[src/rtl/fetch_prefetch_unit_pkg.sv]
// fetch_prefetch_unit_pkg: shared constants and the {pc,instr} entry type for the fetch front end
package fetch_prefetch_unit_pkg;
    localparam int XLEN = 32;
    localparam logic [XLEN-1:0] NOP_INSTR = 32'h0000_0013;
    localparam logic [XLEN-1:0] RESET_PC_DEFAULT = 32'h0000_0000;
    typedef struct packed {
        logic [XLEN-1:0] pc;
        logic [XLEN-1:0] instr;
    } fetch_entry_t;
endpackage

[src/rtl/fetch_queue.sv]
// fetch_queue: synchronous FIFO with flush; the head is read straight out of registered storage
module fetch_queue #(
    parameter int W = 64,
    parameter int DEPTH = 4,
    localparam int AW = $clog2(DEPTH),
    localparam int CW = AW + 1
) (
    input  logic          clk,
    input  logic          rst,
    input  logic          flush,
    input  logic          push,
    input  logic          pop,
    input  logic [W-1:0]  din,
    output logic [W-1:0]  head,
    output logic [CW-1:0] count
);
    logic [W-1:0] mem [DEPTH];
    logic [AW-1:0] rd, wr;
    logic do_pop;
    assign do_pop = pop && count != '0;
    assign head = count != '0 ? mem[rd] : '0;
    always_ff @(posedge clk)
        if (push) mem[wr] <= din;
    always_ff @(posedge clk) begin
        if (!rst || flush) begin
            rd <= '0;
            wr <= '0;
            count <= '0;
        end else begin
            rd <= rd + AW'(do_pop);
            wr <= wr + AW'(push);
            count <= count + CW'(push) - CW'(do_pop);
        end
    end
endmodule

[src/rtl/fetch_prefetch_unit.sv]
// fetch_prefetch_unit: owns the PC, issues credit-limited word fetches and queues {pc,instr} for the core
module fetch_prefetch_unit
    import fetch_prefetch_unit_pkg::*;
#(
    parameter int DEPTH = 4,
    parameter logic [XLEN-1:0] RESET_PC = RESET_PC_DEFAULT
) (
    input  logic            clk,
    input  logic            rst,
    output logic            imem_req,
    output logic [XLEN-1:0] imem_addr,
    input  logic            imem_gnt,
    input  logic            imem_rvalid,
    input  logic [XLEN-1:0] imem_rdata,
    input  logic            redirect,
    input  logic [XLEN-1:0] redirect_pc,
    output logic            out_valid,
    input  logic            out_ready,
    output logic [XLEN-1:0] out_instr,
    output logic [XLEN-1:0] out_pc
);
    localparam int CW = $clog2(DEPTH) + 1;
    logic [XLEN-1:0] pc, fetch_pc;
    logic [CW-1:0] count, inflight, discard;
    logic fire, drop, accept;
    fetch_entry_t head;
    assign imem_req = rst && !redirect && (int'(count) + int'(inflight) < DEPTH);
    assign imem_addr = pc;
    assign fire = imem_req && imem_gnt;
    assign drop = imem_rvalid && (redirect || discard != '0);
    assign accept = imem_rvalid && !drop && inflight != '0;
    always_ff @(posedge clk) begin
        if (!rst) begin
            pc <= RESET_PC;
            discard <= '0;
        end else if (redirect) begin
            pc <= {redirect_pc[XLEN-1:2], 2'b00};
            // a response landing in the redirect cycle belongs to the work being abandoned
            discard <= discard + inflight - CW'(imem_rvalid && (discard != '0 || inflight != '0));
        end else begin
            if (fire) pc <= pc + 32'd4;
            if (imem_rvalid && discard != '0) discard <= discard - CW'(1);
        end
    end
    always_ff @(posedge clk)
        if (rst && imem_rvalid) assert (inflight != '0 || discard != '0);
    fetch_queue #(.W(XLEN), .DEPTH(DEPTH)) u_pcq (
        .clk(clk), .rst(rst), .flush(redirect), .push(fire), .pop(accept),
        .din(pc), .head(fetch_pc), .count(inflight)
    );
    fetch_queue #(.W($bits(fetch_entry_t)), .DEPTH(DEPTH)) u_outq (
        .clk(clk), .rst(rst), .flush(redirect), .push(accept), .pop(out_valid && out_ready),
        .din({fetch_pc, imem_rdata}), .head(head), .count(count)
    );
    assign out_valid = count != '0;
    assign out_pc = head.pc;
    assign out_instr = head.instr;
endmodule

[config.mk]
export PLATFORM = sky130hd
export DESIGN_NAME = fetch_prefetch_unit
export DESIGN_NICKNAME = d
export VERILOG_FILES = /design/src/rtl/fetch_prefetch_unit_pkg.sv /design/src/rtl/fetch_queue.sv /design/src/rtl/fetch_prefetch_unit.sv
export SDC_FILE = /design/constraint.sdc
export NUM_CORES = 1
export LEC_CHECK = 0
export BUFFER_PORTS_ARGS = -buffer_cell sky130_fd_sc_hd__buf_2
export CAP_MARGIN = 20
export CORE_MARGIN = 8
export CORE_UTILIZATION = 25
export DETAILED_ROUTE_END_ITERATION = 8
export SKIP_LAST_GASP = 1
export SLEW_MARGIN = 0
export SYNTH_ARGS = -nofsm -noshare
export SYNTH_HDL_FRONTEND = slang
export SYNTH_SLANG_ARGS = --single-unit
[constraint.sdc]
create_clock -name clk -period 7.45 [get_ports clk]
set_input_delay 0.3725 -clock clk [delete_from_list [all_inputs] [get_ports clk]]
set_output_delay 0.3725 -clock clk [all_outputs]
set_load 0.005 [all_outputs]
==> out/metrics.yaml <==
outcome: "complete, no violations"
wire_per_inst_um: 18.9
min_period_ns: 3.43
synth_edf_count: 368
diodes: 0
synth_compound_area_frac: 0.0285
clk_pin_slew_worst_paths_ns: 0.06
p_leak_nw: 6.71
cts_tree: "built"
h-tree-depth: 2
powerDensity_nw_per_um2: 245
grt_pass1_vias: 9610
ctsLongestPathBuffers: 3
drt_iter0_markers: 511
gp_congestion: 0.812
endpoint_kind: "output pin"
whs_ns: 0.0427
antenna_found_initial: 0
overflow: 0
hold_viol_final: 0
dpl.hpwl_um: 23600
wirelength_um: 38400
postCtsSetupRepairBufs: 0
grt_max_degree: 65
async_reset_ff_frac: 0
required_ns: 7.08
syn_area_um2: 16600
start_util: 0.252
placedCellCount: 1910
yosys.area_share.simple: 0.0797
rsz0062_at_grt: "no"
cp_max_fo: 43
worst-setup-path-type: "reg -> out"
route.detailed.drc: 0
synth-adder-area-share: 0.0142
insertion_delay_ns: 0.59
synth_xor_area_frac: 0.00845
postLayoutCellArea_um2: 20200
final_cells: 2034
finalSetupTns_ns: 0
tightest_slew_ns: 1.09
postRouteAntennaNets: 0
slew_violations: 0
area_growth_pct: 22.1
cts-root-buf: "clkbuf_16"
grt_pass1_wl_um: 58200
ys.flop_type: "edfxtp_1"
via_per_inst: 4.39
slowest_stage: "buf_4"
final_cell_mix: "edfxtp_1, buf_2, nor2b_1"
max_freq_ghz: 0.292
dr.pass1.iters: 5
finalPower_mw: 4.96
hold_class: "in -> reg"
dp_slack_ns: 4.08
synthMuxAreaShare: 0.126
fin_worst_skew_ns: 0.0278
coreArea_um2: 65700
numPortBuffers: 161
place_area_um2: 18400
dieHeight_um: 274
drive_gt1_frac: 0.302
die-area_um2: 74800
relSlewSlack: 0.272
ir_drop_mv: 0.144
syn_inst: 920
synth_top_family_by_area: "multiplexers"
fin_crit_sh: 0.460
avgSynthCellArea_um2: 18.0
setup_ws_ns: 4.02
cts_buffers: 48
ys_warn_count: 0
track_usage: 0.101
layout_commonest_cell: "edfxtp_1"
final_core_util: 0.308
rows: 94
vias: 8930
crit_path_start_kind: "flip-flop"
seq_area_frac_synth: 0.723
cts.repair.resized: 0
cpPeakStageDelay_ns: 0.81
setup_violations: 0
top_level_ports: 168
synth_seq_cells: 415
worstPathArrival_ns: 3.06
synth.distinct_cells: 59
numClockSinks: 415
crit_chain: "buf_4, mux4_2, nor2b_1, buf_2"
fin_nets: 1221
drv_cap: 0
fp.dieW_um: 274
[registers in the layout (all words and copies together), names as in the netlist]
signal        flops
u_outq.mem      248
u_pcq.mem       120
imem_addr        30
discard           3
u_outq.count      3
u_pcq.count       3
u_outq.rd         2
u_outq.wr         2
u_pcq.rd          2
u_pcq.wr          2
[cell type report]
cell class / instances / area, µm²
timing repair buffer: 209 / 1280
tap: 864 / 1080
clock buffer: 66 / 1290
clock inverter: 20 / 179
inverter: 24 / 90.1
multi-input combinational: 436 / 4330
sequential: 415 / 12000
fill: 6410 / 45500
[path summary, 6_finish.rpt]
check	slack (ns)	cells after the start	start	endpoint
worst min register to register	0.55	0	imem_addr[31]$_SDFFE_PN0P_	u_pcq.mem[2][31]$_DFFE_PP_
worst max-delay path	4.02	4	u_outq.rd[0]$_SDFF_PP0_	out_pc[21]
worst max register to register	4.11	6	u_pcq.count[2]$_SDFF_PP0_	u_pcq.mem[1][12]$_DFFE_PP_
worst min-delay path	0.04	3	redirect_pc[10]	imem_addr[10]$_SDFFE_PN0P_
[report_power, final]
part	total, mW	switching (mW)	internal (mW)
Clock	2.17	0.919	1.25
Combinational	0.199	0.107	0.0922
Sequential	2.59	0.0348	2.55
[critical path, delay by kind of cell, from the launching register on]
family,cells,cell delay [ns]
mux,1,0.65
buf+inv,2,0.98
simple gates,1,0.16
flops,1,0.63
[cell families after synthesis]
family                     after synthesis
DFF                                    415
and+or+nand+nor                        233
muxes                                   94
AOI/OAI and AO/OA                       72
buffers and inverters                   72
adders and majority gates               17
xor gates and xnor gates                16
other                                    1
[synth_stat cells (2+ instances only)]
cell	instances	area, µm²
a31oi_1	10	62.6
o22ai_1	3	18.8
fa_1	3	60.1
xnor2_1	12	105
o21ai_0	13	65.1
nor3_1	12	60.1
nand2b_1	2	12.5
xor2_1	4	35.0
clkbuf_1	27	101
a22oi_1	4	30.0
a32oi_1	5	43.8
dfxtp_1	47	941
buf_2	11	55.1
and2_1	7	43.8
edfxtp_1	368	11100
and3_1	11	68.8
dlygate4sd1_1	2	17.5
nor2_1	31	116
buf_4	5	37.5
nor2b_1	94	588
buf_1	2	7.51
nand2_1	34	128
o311ai_0	3	26.3
or3_1	2	12.5
o211ai_1	5	37.5
mux4_2	92	2070
a211o_1	2	17.5
inv_1	22	82.6
nor3b_1	3	22.5
nand4_1	11	68.8
ha_1	14	175
nand3_1	14	70.1
a21oi_1	19	95.1
[metal layers]
metal,vias to the layer above,part of all wire,GRT usage
li1,4047,-,-
met1,4588,0.43,0.127
met2,240,0.48,0.169
met3,55,0.064,0.0272
met4,0,0.023,0.0322
met5,-,0,0
[repair_timing]
item,4_1_cts,5_1_grt
endpoints found under the setup margin,0,0
hold buffers,37,0
endpoints found under the hold margin,133,0
(Power assumes the default switching activity.)
